## src/rtl/fifo_sync_param_pkg.sv

```systemverilog
// fifo_sync_param_pkg
//   Shared constants and helpers for the parametrised synchronous FIFO:
//   default geometry, default almost-full/almost-empty thresholds and the
//   pointer/index width derivation used by the RTL and its interface.
package fifo_sync_param_pkg;

  localparam int DEF_DATA_WIDTH = 8;
  localparam int DEF_DEPTH      = 8;
  localparam int DEF_AE_LEVEL   = 2;

  // Memory index width for a power-of-two depth.
  function automatic int addr_width(input int depth);
    return $clog2(depth);
  endfunction

  // Default almost-full threshold: two entries short of full.
  function automatic int def_af_level(input int depth);
    return depth - 2;
  endfunction

endpackage

```

## src/rtl/fifo_sync_param_if.sv

```systemverilog
// fifo_sync_param_if
//   Handshake/status bundle of the synchronous FIFO.
//   master : producer/consumer side (drives flush, wr_en, wr_data, rd_en)
//   slave  : FIFO side (drives rd_data, rd_valid, flags, count, pulses)
//   Signals:
//     flush        sync clear of contents, active-high
//     wr_en/wr_data write request and word
//     rd_en        read request
//     rd_data      registered read word, rd_valid marks a fresh pop
//     full/empty/almost_full/almost_empty  status flags
//     count        occupancy 0..DEPTH
//     overflow/underflow  one-cycle rejected-request pulses
interface fifo_sync_param_if
  import fifo_sync_param_pkg::*;
#(
  parameter int DATA_WIDTH = DEF_DATA_WIDTH,
  parameter int DEPTH      = DEF_DEPTH
);
  localparam int CW = addr_width(DEPTH) + 1;

  logic                  flush;
  logic                  wr_en;
  logic [DATA_WIDTH-1:0] wr_data;
  logic                  rd_en;
  logic [DATA_WIDTH-1:0] rd_data;
  logic                  rd_valid;
  logic                  full;
  logic                  empty;
  logic                  almost_full;
  logic                  almost_empty;
  logic [CW-1:0]         count;
  logic                  overflow;
  logic                  underflow;

  modport master (
    output flush, wr_en, wr_data, rd_en,
    input  rd_data, rd_valid, full, empty, almost_full, almost_empty,
           count, overflow, underflow
  );

  modport slave (
    input  flush, wr_en, wr_data, rd_en,
    output rd_data, rd_valid, full, empty, almost_full, almost_empty,
           count, overflow, underflow
  );

endinterface

```

## src/rtl/fifo_ram_sp.sv

```systemverilog
// fifo_ram_sp
//   DEPTH x DATA_WIDTH storage array with one write port and one registered
//   read port.
//   Ports:
//     clk_i    clock
//     rst_ni   async active-low reset (read register only)
//     we_i     write enable, waddr_i/wdata_i
//     re_i     read enable, raddr_i; rdata_o updates the edge after re_i
//                and holds otherwise
module fifo_ram_sp #(
  parameter int DATA_WIDTH = 8,
  parameter int DEPTH      = 8,
  parameter int AW         = $clog2(DEPTH)
) (
  input  logic                  clk_i,
  input  logic                  rst_ni,
  input  logic                  we_i,
  input  logic [AW-1:0]         waddr_i,
  input  logic [DATA_WIDTH-1:0] wdata_i,
  input  logic                  re_i,
  input  logic [AW-1:0]         raddr_i,
  output logic [DATA_WIDTH-1:0] rdata_o
);

  logic [DATA_WIDTH-1:0] mem_q [DEPTH];
  logic [DATA_WIDTH-1:0] rdata_q;

  // NOTE: the storage array has no reset so it maps onto RAM/flop arrays
  // without a reset tree; only the visible read register is cleared.
  always_ff @(posedge clk_i) begin
    if (we_i) mem_q[waddr_i] <= wdata_i;
  end

  always_ff @(posedge clk_i or negedge rst_ni) begin
    if (!rst_ni)   rdata_q <= '0;
    else if (re_i) rdata_q <= mem_q[raddr_i];
  end

  assign rdata_o = rdata_q;

endmodule

```

## src/rtl/fifo_sync_param.sv

```systemverilog
// fifo_sync_param
//   Single-clock parametrised FIFO with pointer/count control, status flags,
//   registered read port, overflow/underflow pulses and synchronous flush.
//   Ports:
//     clk_i   system clock, rising edge
//     rst_ni  async active-low reset
//     bus     fifo_sync_param_if.slave (requests in, data/flags out)
module fifo_sync_param
  import fifo_sync_param_pkg::*;
#(
  parameter int DATA_WIDTH = DEF_DATA_WIDTH,
  parameter int DEPTH      = DEF_DEPTH,
  parameter int AF_LEVEL   = def_af_level(DEPTH),
  parameter int AE_LEVEL   = DEF_AE_LEVEL
) (
  input  logic              clk_i,
  input  logic              rst_ni,
  fifo_sync_param_if.slave  bus
);

  localparam int AW = addr_width(DEPTH);
  localparam int CW = AW + 1;

  logic [CW-1:0] wptr_q, wptr_d;
  logic [CW-1:0] rptr_q, rptr_d;
  logic [CW-1:0] count_q, count_d;
  logic          rd_valid_q, rd_valid_d;
  logic          overflow_q, overflow_d;
  logic          underflow_q, underflow_d;
  logic          full, empty;
  logic          wr_acc, rd_acc;

  // Flags come from the registered count, so acceptance below always sees
  // the pre-edge state (full+both -> read wins, empty+both -> write wins).
  assign full  = (count_q == CW'(DEPTH));
  assign empty = (count_q == '0);

  assign wr_acc = bus.wr_en & ~full  & ~bus.flush;
  assign rd_acc = bus.rd_en & ~empty & ~bus.flush;

  // NOTE: every always_comb output gets a default first so no path leaves
  // it unassigned and no latch is inferred.
  always_comb begin
    wptr_d      = wptr_q;
    rptr_d      = rptr_q;
    count_d     = count_q;
    rd_valid_d  = 1'b0;
    overflow_d  = 1'b0;
    underflow_d = 1'b0;
    if (bus.flush) begin
      wptr_d  = '0;
      rptr_d  = '0;
      count_d = '0;
    end else begin
      if (wr_acc) wptr_d = wptr_q + CW'(1);
      if (rd_acc) rptr_d = rptr_q + CW'(1);
      count_d     = count_q + CW'(wr_acc) - CW'(rd_acc);
      rd_valid_d  = rd_acc;
      overflow_d  = bus.wr_en & full;
      underflow_d = bus.rd_en & empty;
    end
  end

  // NOTE: sequential state uses non-blocking assignments so every register
  // samples the pre-edge values regardless of statement order.
  always_ff @(posedge clk_i or negedge rst_ni) begin
    if (!rst_ni) begin
      wptr_q      <= '0;
      rptr_q      <= '0;
      count_q     <= '0;
      rd_valid_q  <= 1'b0;
      overflow_q  <= 1'b0;
      underflow_q <= 1'b0;
    end else begin
      wptr_q      <= wptr_d;
      rptr_q      <= rptr_d;
      count_q     <= count_d;
      rd_valid_q  <= rd_valid_d;
      overflow_q  <= overflow_d;
      underflow_q <= underflow_d;
    end
  end

  // Read/write addresses can only coincide when empty or full, where one of
  // the two accesses is always rejected, so no collision handling is needed.
  fifo_ram_sp #(
    .DATA_WIDTH (DATA_WIDTH),
    .DEPTH      (DEPTH),
    .AW         (AW)
  ) u_ram (
    .clk_i   (clk_i),
    .rst_ni  (rst_ni),
    .we_i    (wr_acc),
    .waddr_i (wptr_q[AW-1:0]),
    .wdata_i (bus.wr_data),
    .re_i    (rd_acc),
    .raddr_i (rptr_q[AW-1:0]),
    .rdata_o (bus.rd_data)
  );

  assign bus.full         = full;
  assign bus.empty        = empty;
  assign bus.almost_full  = (count_q >= CW'(AF_LEVEL));
  assign bus.almost_empty = (count_q <= CW'(AE_LEVEL));
  assign bus.count        = count_q;
  assign bus.rd_valid     = rd_valid_q;
  assign bus.overflow     = overflow_q;
  assign bus.underflow    = underflow_q;

endmodule

```

## src/flat_wrapper.sv

```systemverilog
// flat-port wrapper written by rule: the top's interface ports become plain ports
module fifo_sync_param_flat import fifo_sync_param_pkg::*;
#(
  parameter int DATA_WIDTH = DEF_DATA_WIDTH,
  parameter int DEPTH      = DEF_DEPTH,
  parameter int AF_LEVEL   = def_af_level(DEPTH),
  parameter int AE_LEVEL   = DEF_AE_LEVEL
)
  (clk_i, rst_ni, bus_flush, bus_wr_en, bus_wr_data, bus_rd_en, bus_rd_data, bus_rd_valid, bus_full, bus_empty, bus_almost_full, bus_almost_empty, bus_count, bus_overflow, bus_underflow);
  fifo_sync_param_if #(.DATA_WIDTH(DATA_WIDTH), .DEPTH(DEPTH)) bus_i ();
  input  logic clk_i;
  input  logic rst_ni;
  input wire logic [$bits(bus_i.flush)-1:0] bus_flush;
  input wire logic [$bits(bus_i.wr_en)-1:0] bus_wr_en;
  input wire logic [$bits(bus_i.wr_data)-1:0] bus_wr_data;
  input wire logic [$bits(bus_i.rd_en)-1:0] bus_rd_en;
  output wire logic [$bits(bus_i.rd_data)-1:0] bus_rd_data;
  output wire logic [$bits(bus_i.rd_valid)-1:0] bus_rd_valid;
  output wire logic [$bits(bus_i.full)-1:0] bus_full;
  output wire logic [$bits(bus_i.empty)-1:0] bus_empty;
  output wire logic [$bits(bus_i.almost_full)-1:0] bus_almost_full;
  output wire logic [$bits(bus_i.almost_empty)-1:0] bus_almost_empty;
  output wire logic [$bits(bus_i.count)-1:0] bus_count;
  output wire logic [$bits(bus_i.overflow)-1:0] bus_overflow;
  output wire logic [$bits(bus_i.underflow)-1:0] bus_underflow;
  assign bus_i.flush = bus_flush;
  assign bus_i.wr_en = bus_wr_en;
  assign bus_i.wr_data = bus_wr_data;
  assign bus_i.rd_en = bus_rd_en;
  assign bus_rd_data = bus_i.rd_data;
  assign bus_rd_valid = bus_i.rd_valid;
  assign bus_full = bus_i.full;
  assign bus_empty = bus_i.empty;
  assign bus_almost_full = bus_i.almost_full;
  assign bus_almost_empty = bus_i.almost_empty;
  assign bus_count = bus_i.count;
  assign bus_overflow = bus_i.overflow;
  assign bus_underflow = bus_i.underflow;
  fifo_sync_param #(.DATA_WIDTH(DATA_WIDTH), .DEPTH(DEPTH), .AF_LEVEL(AF_LEVEL), .AE_LEVEL(AE_LEVEL)) u_core (.clk_i(clk_i), .rst_ni(rst_ni), .bus(bus_i));
endmodule
```

## config.mk

```make
export PLATFORM = sky130hd
export DESIGN_NAME = fifo_sync_param_flat
export DESIGN_NICKNAME = d
export VERILOG_FILES = /design/src/rtl/fifo_sync_param_pkg.sv /design/src/rtl/fifo_sync_param_if.sv /design/src/rtl/fifo_ram_sp.sv /design/src/rtl/fifo_sync_param.sv /design/src/flat_wrapper.sv
export SDC_FILE = /design/constraint.sdc
export NUM_CORES = 1
export LEC_CHECK = 0
export CAP_MARGIN = 20
export CORE_MARGIN = 2
export CORE_UTILIZATION = 50
export CTS_BUF_LIST = sky130_fd_sc_hd__clkbuf_4 sky130_fd_sc_hd__clkbuf_8 sky130_fd_sc_hd__clkbuf_16
export DETAILED_ROUTE_END_ITERATION = 12
export PLACE_DENSITY = 0.68
export SLEW_MARGIN = 20
export SYNTH_ARGS = -nofsm -noshare
export SYNTH_HDL_FRONTEND = slang
export SYNTH_SLANG_ARGS = --single-unit
export TNS_END_PERCENT = 1
```

## constraint.sdc

```tcl
create_clock -name clk_i -period 3.5 [get_ports clk_i]
set_input_delay 0.525 -clock clk_i [delete_from_list [all_inputs] [get_ports clk_i]]
set_output_delay 0.525 -clock clk_i [all_outputs]
set_load 0.05 [all_outputs]
```

==> parameters.txt, run 1 <==
Parameter                              Value

Place
  Detailed Place HPWL    4.21 mm
  Worst setup slack after placement    663 ps
  Final estimated routing congestion in global placement    0.750
  Placed cell count    369
  PortBufs    31

Setup path
  Required time worst endpoint    2970 ps
  CP cell instances    inv_1 -> ha_1 -> or3b_4 -> clkinv_2 -> clkdlybuf4s50_1
  Maximum fanout along the worst path    10
  Launch instance of the worst register-to-register path    u_core.bus.count[2]
  Destination of the critical timing path    bus_empty
  Crit end category    output port
  Worst reg2reg path depth    11
  Critical path buffer and inverter count    3
  Largest stage delay, worst path    830 ps
  Source of the critical timing path    u_core.bus.count[2]
  Worst EP arrival    2460 ps
  Critical Path Source Type    flip-flop
  Library cell contributing the largest single delay on the critical path    clkdlybuf4s50_1
  CP Depth    5
  Worst reg2reg endpoint    u_core.bus.count[2]
  Start-to-end type of the worst setup path    reg -> out
  Gate family responsible for the most delay along the worst path    buffers and inverters
  Flop2flop setup slack    850 ps

Die
  Chip Width    88.4 um
  Full die area    7820 um2
  Placeable core area    6830 um2
  Number of top-level pins    32
  Initial cell density of the core    52.1%
  Num rows    30
  Vertical die dimension    88.4 um

Timing
  Total negative slack    0 ps
  Slew at the pin with the worst max-slew slack    771 ps
  Number of hold-slack violations in the final timing report    0
  Final setup slack of the worst path    513 ps
  Finish-stage setup viols    0
  Max-slew headroom at the worst pin    48.5%
  Fmax    335 MHz
  Clock skew    9.29 ps
  RSZ-0062 raised after global routing    no
  Share of the clock period used by the worst path after layout    85.3%
  Count of final max-slew check failures    0
  Min Tclk post-route    2990 ps

Drt
  Final wirelength    6.55 mm
  Initial detailed-routing violation count    117
  TritonRoute pass-1 iters    4
  Detail-routed via count per cell    5.29
  DRC viols    0
  Mean routed wirelength per cell    17.0 um
  Detail Route Antenna Nets    0
  Via count    2,036

Clock tree
  Hold-fix buffers, CTS    0
  Post-CTS Resized    0
  Clock root buffer    clkbuf_8
  Insertion delay of the later-clocked pin in the worst-skew pair    350 ps
  Number of setup buffers added after CTS    0
  TritonCTS Buffers    9
  CTS sink cnt    85
  Buffer depth of the longest clock path    2
  Clock transition at the registers of the reported paths    80 ps
  Clock H-tree levels    3
  CTS tree    built

Logic synthesis
  Most used standard cells in the synthesized netlist    64 x edfxtp_1, 32 x mux2i_1, 21 x dfrtp_1
  Share of synthesized cell area in full adder, half adder and majority cells    4.43%
  Number of flops mapped to enable cells by yosys    64
  Most frequent cell after synthesis    edfxtp_1
  Sequential area share after synthesis    68.7%
  Asr flop ratio synth    24.7%
  Count of yosys warnings during synthesis    0
  Mapped Area    3560 um2
  Largest cells by area after synthesis    edfxtp_1 54%, dfrtp_1 15%, mux2i_1 9.0%
  Multiplexer share of the synthesized area    8.99%
  Area share of the largest cell type after synthesis    54.0%
  Synthesized instance count    241
  Average footprint of a synthesized cell    14.8 um2
  Net count of the mapped netlist    266
  Register bit total from synthesis    85
  Xor/xnor cell area share of the yosys netlist    1.48%
  Combinational family with the most area after synthesis    multiplexers
  Library cell with the largest summed area after synthesis    edfxtp_1
  Compound-gate portion of the synthesized area    5.58%
  Flip-flop cell with the highest count after synthesis    edfxtp_1
  Unique masters post-synth    31
  Share of synthesized cell area in and, or, nand and nor gates    8.32%

Layout
  Filler-free cell count of the finished design    385
  Final core utilization    62.0%
  Fraction of layout cells with a size suffix above 1    12.1%
  Growth of design area from synthesis to finish    18.9%
  Count of nets after finishing    309
  Antenna Diode Count    0

Global route
  Total Routing Usage GR    19.1%
  Antenna violations before repair    0
  Sum of overflow across all layers after global routing    0
  Vias in the first global route    2,009
  Pin count of the biggest net entering global routing    35
  Wire length of the first global-routing pass    10.5 mm

Flow run
  Max cap viols    0

Hold path
  Worst min-delay path class    in -> async

Pwr
  Worst IR Drop VDD    0.000439 V
  Power density relative to cell area    775 nW/um2
  Static Leakage    1.55 nW
  Final Power    3.28 mW

Status
  Outcome    finished, final reports clean
-- worst min path at each step --
stage                                   end  slack (ps)  cells past startpoint
floorplan               u_core.bus.count[0]         230                      0
global placement    u_core.u_ram.rdata_o[4]         500                      2
detailed placement  u_core.u_ram.rdata_o[1]         510                      2
CTS                 u_core.u_ram.rdata_o[1]         530                      2
global route        u_core.u_ram.rdata_o[6]         150                      1
finish              u_core.u_ram.rdata_o[2]         130                      1
-- layer usage --
layer	wire [um]	up-vias	GRT usage (%)
li1	-	976	-
met1	2860	985	26.3
met2	3170	66	29.9
met3	405	9	3.92
met4	108	0	7.71
met5	0	-	0
-- report_power, final --
part           switching, mW  total [mW]  internal [mW]
registers             0.0742        1.27           1.19
logic                  0.780        1.24          0.463
clock network          0.344       0.770          0.426
-- final cells by class --
class | instances | area, um2
Clock buffer | 10 | 138
Clock inverter | 6 | 92.6
Fill cell | 530 | 2600
Inverter | 8 | 31.3
Multi-Input combinational cell | 139 | 1030
Sequential cell | 85 | 2450
Tap cell | 96 | 120
Timing Repair Buffer | 41 | 380
-- layout by cell type (no fill, tap or decap), types with 11 or more instances in the layout --
cell	count
nor2_1	16
nand3_1	12
edfxtp_1	64
clkdlybuf4s50_1	30
dfrtp_1	21
ha_1	11
a22oi_1	16
nand2_1	16
mux2i_1	32
-- logic make-up (layout without fill, tap and decap cells) --
logic type,after synthesis,count (layout)
adders and majority gates,12,12
buffers and inverters,17,65
xor gates and xnor gates,6,6
and+or+nand+nor,59,59
DFF,85,85
AOI/OAI and AO/OA,30,30
muxes,32,32
-- worst register-to-register path, cell delays in order (launching register included) --
cell and delay (ps):
dfrtp_1 410, inv_1 140, ha_1 180, or3b_4 420
clkinv_2 150, nor2_4 100, ha_1 300, inv_1 40
ha_1 210, fa_1 380, xnor2_1 170, nor2_1 50
-- sequential cells by signal (all words and copies together), names as in the netlist --
signal,cells
u_core.u_ram.mem_q,64
u_core.u_ram.rdata_o,8
u_core.bus.count,4
u_core.rptr_q,3
u_core.wptr_q,3
u_core.bus.overflow,1
u_core.bus.rd_valid,1
u_core.bus.underflow,1
-- through the flow --
step / instance area, um2 / hold slack (ps)
2_1_floorplan: 3560 / 229
3_3_place_gp: 4010 / 501
3_5_place_dp: 4010 / 510
4_1_cts: 4240 / 531
5_1_grt: 4240 / 154
6_report: 4240 / 128
Power figures use the tool's default switching activity.
==> inputs of run 2 (changes only) <==
--- a/config.mk
+++ b/config.mk
@@ -10,7 +10,7 @@
 export CORE_UTILIZATION = 50
 export CTS_BUF_LIST = sky130_fd_sc_hd__clkbuf_4 sky130_fd_sc_hd__clkbuf_8 sky130_fd_sc_hd__clkbuf_16
 export DETAILED_ROUTE_END_ITERATION = 12
-export PLACE_DENSITY = 0.68
+export PLACE_DENSITY_LB_ADDON = 0.05
 export SLEW_MARGIN = 20
 export SYNTH_ARGS = -nofsm -noshare
 export SYNTH_HDL_FRONTEND = slang
==> run 2 against run 1 <==
Effect of this change:
- die area did not move
- fmax decreased by 0.26%
- combinational power is 8% lower
- worst setup slack got worse by 7.7 ps
- core utilization down 0.15 points
- sequential power increased by 7%
- clock skew decreased by 1.2 ps
- via count about the same
- clock-buffer cell count did not move
- critical path type unchanged
- critical endpoint unchanged
==> parameters.txt, run 2 (synthesis gave the netlist of run 1 again) <==
Parameter                              Value

Status
  Outcome    finished, final reports clean

Setup path
  Maximum fanout along the worst path    10
  CP cell instances    inv_1 -> ha_1 -> or3b_4 -> clkinv_2 -> clkdlybuf4s50_1
  Worst EP arrival    2470 ps
  Gate family responsible for the most delay along the worst path    buffers and inverters
  Largest stage delay, worst path    820 ps
  Worst reg2reg path depth    11
  Start-to-end type of the worst setup path    reg -> out
  Launch instance of the worst register-to-register path    u_core.bus.count[2]
  Critical path buffer and inverter count    3
  Worst reg2reg endpoint    u_core.bus.count[2]
  Library cell contributing the largest single delay on the critical path    clkdlybuf4s50_1
  Flop2flop setup slack    850 ps
  Critical Path Source Type    flip-flop
  Crit end category    output port
  Required time worst endpoint    2970 ps

Timing
  Share of the clock period used by the worst path after layout    85.6%
  Finish-stage setup viols    0
  Slew at the pin with the worst max-slew slack    1020 ps
  Number of hold-slack violations in the final timing report    0
  Fin Hold WS    132 ps
  Max-slew headroom at the worst pin    31.9%
  Min Tclk post-route    2990 ps
  Clock skew    8.04 ps
  Count of final max-slew check failures    0
  Total negative slack    0 ps
  Fmax    334 MHz
  RSZ-0062 raised after global routing    no

Pwr
  Internal cell power    2.07 mW
  Sw frac    36.5%
  P_sw    1.19 mW
  Worst IR Drop VDD    0.000411 V
  Sequential share of power    41.8%
  Power density relative to cell area    770 nW/um2
  Clock group share of total power    23.1%
  Gate power share    35.1%
  Static Leakage    1.56 nW

Global route
  Met3 track demand over resource in global routing    3.92%
  Sum of overflow across all layers after global routing    0
  Met2 layer usage reported by global route    30.3%
  Antenna violations before repair    0
  Vias in the first global route    1,934
  Total Routing Usage GR    19.0%
  Pin count of the biggest net entering global routing    35
  Highest-utilization routing layer at the global route stage    met2
  Global routing met1 resource utilization    25.9%
  Wire length of the first global-routing pass    10.5 mm

Clock tree
  Buffer depth of the longest clock path    2
  Number of setup buffers added after CTS    0
  Post-CTS Resized    0
  TritonCTS Buffers    9
  Clock H-tree levels    3
  Clock transition at the registers of the reported paths    80 ps
  CTS sink cnt    85
  Insertion delay of the later-clocked pin in the worst-skew pair    350 ps
  Clock root buffer    clkbuf_8
  CTS tree    built
  Hold-fix buffers, CTS    0

Layout
  Count of fill cells added during filler insertion    546
  Fraction of layout cells with a size suffix above 1    12.5%
  Growth of design area from synthesis to finish    18.6%
  Most flop-heavy register    u_core.u_ram.mem_q
  Max reg flops    64
  Top library cells by usage in the layout, fill and taps aside    64 x edfxtp_1, 32 x mux2i_1, 30 x clkdlybuf4s50_1, 20 x dfrtp_1
  Antenna Diode Count    0
  Count of nets after finishing    309
  Leading cell type in the layout, fill and taps excluded    edfxtp_1

Place
  Detailed Place HPWL    4.49 mm
  Final estimated routing congestion in global placement    0.741
  PortBufs    31

Drt
  Mean routed wirelength per cell    17.5 um
  Final wirelength    6.73 mm
  Initial detailed-routing violation count    164
  DRC viols    0
  TritonRoute pass-1 iters    4
  Detail-routed via count per cell    5.29
  Detail Route Antenna Nets    0
  Via count    2,035

Die
  Vertical die dimension    88.4 um
  Number of top-level pins    32
  Full die area    7820 um2
  Chip Width    88.4 um
  Num rows    30
  Initial cell density of the core    52.1%
  Placeable core area    6830 um2

Hold path
  Worst min-delay path class    in -> async

Flow run
  Max cap viols    0
==> run 2: layer usage <==
metal | wire (um) | vias to the layer above
met3 | 358 | 11
met5 | 0 | -
met4 | 102 | 0
li1 | - | 977
met2 | 3250 | 59
met1 | 3020 | 988
==> run 2: power groups by stage <==
| stage | Sequential [mW] | Combinational, mW | Clock (mW) |
|---|---|---|---|
| after floorplan | 1.51 | 0.686 | 0 |
| after global placement | 1.38 | 1.14 | 0 |
| after detailed placement | 1.38 | 1.15 | 0 |
| after CTS | 1.36 | 1.15 | 0.768 |
| after global routing | 1.38 | 1.24 | 0.802 |
| final | 1.36 | 1.14 | 0.752 |
==> run 2: per-stage QoR <==
stage	setup slack, ps	total power [mW]	cell area [um2]	utilization [%]	cells
floorplan	573	2.19	3560	-	241
global placement	744	2.52	4010	58.7	369
detailed placement	692	2.53	4010	58.7	369
CTS	474	3.28	4230	61.9	385
global route	390	3.42	4230	61.8	385
finish	506	3.25	4230	61.8	385
==> run 2: worst max-delay path by stage <==
stage / from / to / slack (ps) / cells after the start
finish: u_core.bus.count[2] / bus_empty / 510 / 5
global route: u_core.bus.count[2] / bus_empty / 390 / 5
CTS: u_core.bus.count[2] / bus_empty / 470 / 5
detailed placement: bus_flush / u_core.bus.count[2] / 690 / 9
global placement: bus_flush / u_core.bus.count[1] / 740 / 8
floorplan: u_core.bus.count[2] / u_core.bus.count[1] / 570 / 10
==> run 2: cell type report <==
class	instances	area (um2)	area share [%]
flip-flops and latches	85	2450	58.0
clock buffers	10	131	3.11
clock inverters	6	87.6	2.07
multi-input cells	139	1030	24.3
inverters	8	31.3	0.740
repair buffers	41	380	9.00
well taps	96	120	2.84
==> inputs of run 3 (changes only) <==
--- a/config.mk
+++ b/config.mk
@@ -6,7 +6,7 @@
 export NUM_CORES = 1
 export LEC_CHECK = 0
 export CAP_MARGIN = 20
-export CORE_MARGIN = 2
+export CORE_MARGIN = 5
 export CORE_UTILIZATION = 50
 export CTS_BUF_LIST = sky130_fd_sc_hd__clkbuf_4 sky130_fd_sc_hd__clkbuf_8 sky130_fd_sc_hd__clkbuf_16
 export DETAILED_ROUTE_END_ITERATION = 12
==> run 3 against run 2 <==
Effect of this change:
- sequential cell count stayed put
- largest cell class unchanged
- highest routed layer unchanged
- first-iteration DRC count down 46%
- final cell count rose by 0.26%
==> parameters.txt, run 3 (synthesis gave the netlist of run 1 again) <==
Parameter                              Value

Pwr
  Power density relative to cell area    757 nW/um2
  Worst IR Drop VDD    0.000348 V
  Static Leakage    1.55 nW
  Final Power    3.19 mW

Timing
  Share of the clock period used by the worst path after layout    85.1%
  Total negative slack    0 ps
  Clock skew    10.0 ps
  Min Tclk post-route    2980 ps
  Count of final max-slew check failures    0
  Max-slew headroom at the worst pin    50.5%
  Slew at the pin with the worst max-slew slack    741 ps
  Finish-stage setup viols    0
  Fmax    336 MHz
  RSZ-0062 raised after global routing    no
  Number of hold-slack violations in the final timing report    0

Setup path
  Gate family responsible for the most delay along the worst path    buffers and inverters
  CP cell instances    inv_1 -> ha_1 -> or3b_4 -> clkinv_2 -> clkdlybuf4s50_1
  Critical Path Source Type    flip-flop
  Start-to-end type of the worst setup path    reg -> out
  Required time worst endpoint    2970 ps
  Maximum fanout along the worst path    10
  Crit end category    output port
  Critical path buffer and inverter count    3
  Largest stage delay, worst path    820 ps
  Library cell contributing the largest single delay on the critical path    clkdlybuf4s50_1
  Worst EP arrival    2450 ps
  Launch instance of the worst register-to-register path    u_core.bus.count[2]
  Source of the critical timing path    u_core.bus.count[2]

Die
  Placeable core area    6870 um2
  Full die area    8910 um2
  Vertical die dimension    94.4 um
  Chip Width    94.4 um
  Initial cell density of the core    51.9%
  Num rows    30
  Number of top-level pins    32

Layout
  Leading cell type in the layout, fill and taps excluded    edfxtp_1
  Antenna Diode Count    0
  Growth of design area from synthesis to finish    18.2%
  Top library cells by usage in the layout, fill and taps aside    64 x edfxtp_1, 32 x mux2i_1, 30 x clkdlybuf4s50_1, 21 x dfrtp_1
  Count of fill cells added during filler insertion    544
  Fraction of layout cells with a size suffix above 1    12.4%
  Most flop-heavy register    u_core.u_ram.mem_q
  Max reg flops    64
  Count of nets after finishing    310

Drt
  Detail Route Antenna Nets    0
  Detail-routed via count per cell    5.20
  Via count    2,007
  DRC viols    0
  TritonRoute pass-1 iters    4
  Final wirelength    6.60 mm
  Initial detailed-routing violation count    89
  Mean routed wirelength per cell    17.1 um

Clock tree
  Clock transition at the registers of the reported paths    80 ps
  TritonCTS Buffers    9
  CTS tree    built
  Buffer depth of the longest clock path    2
  Clock root buffer    clkbuf_8
  Number of setup buffers added after CTS    0
  Insertion delay of the later-clocked pin in the worst-skew pair    350 ps
  Clock H-tree levels    3
  Hold-fix buffers, CTS    0
  Post-CTS Resized    0
  CTS sink cnt    85

Global route
  Total Routing Usage GR    16.4%
  Antenna violations before repair    0
  Vias in the first global route    1,960
  Pin count of the biggest net entering global routing    35
  Sum of overflow across all layers after global routing    0
  Wire length of the first global-routing pass    10.6 mm

Place
  PortBufs    31
  Detailed Place HPWL    4.52 mm
  Final estimated routing congestion in global placement    0.739

Hold path
  Worst min-delay path class    in -> async

Status
  Outcome    finished, final reports clean

Flow run
  Max cap viols    0
-- run 3: worst register-to-register path: stages, from the launching register on --
cell	delay [ps]
dfrtp_1	420
inv_1	150
ha_1	180
or3b_4	410
clkinv_2	130
nor2_4	90
ha_1	290
inv_1	40
ha_1	210
fa_1	380
xnor2_1	160
nor2_1	50
-- run 3: per-layer routing --
layer | part of all wire (%) | global-route usage, % | vias to the layer above
met1 | 47 | 22.1 | 975
li1 | - | - | 977
met5 | 0 | 0 | -
met2 | 47 | 25.9 | 50
met4 | 1.1 | 5.42 | 0
met3 | 5.5 | 4.30 | 5
-- run 3: per-stage QoR --
stage	utilization, %	setup slack [ps]	std cells	instance area, um2	hold slack [ps]
floorplan	-	573	241	3560	229
global placement	58.5	794	370	4020	496
detailed placement	58.5	738	370	4020	502
CTS	61.4	495	386	4220	520
global route	61.3	423	386	4210	154
finish	61.3	521	386	4210	133
-- run 3: power breakdown --
| group | total [mW] | internal, mW | switching [mW] |
|---|---|---|---|
| Combinational | 1.24 | 0.462 | 0.776 |
| Sequential | 1.26 | 1.19 | 0.0670 |
| Clock | 0.692 | 0.349 | 0.343 |
| Total | 3.19 | 2.00 | 1.19 |
-- run 3: final timing paths --
path                                            to  slack, ps  cells past startpoint
max reg2reg                    u_core.bus.count[2]        880                     11
min                               u_core.rptr_q[0]        130                      1
min in group clk_i         u_core.u_ram.rdata_o[4]        520                      2
max in group asynchronous  u_core.u_ram.rdata_o[3]       3020                      1
max                                      bus_empty        520                      5
min reg2reg                u_core.u_ram.rdata_o[4]        520                      2
-- run 3: final cells by class --
class | count | area, um2 | share of cell area [%]
sequential | 85 | 2450 | 58.1
multi-input combinational | 139 | 1030 | 24.4
timing repair buffer | 42 | 388 | 9.21
clock buffer | 11 | 139 | 3.30
tap | 96 | 120 | 2.85
clock inverter | 5 | 60.1 | 1.43
inverter | 8 | 31.3 | 0.743
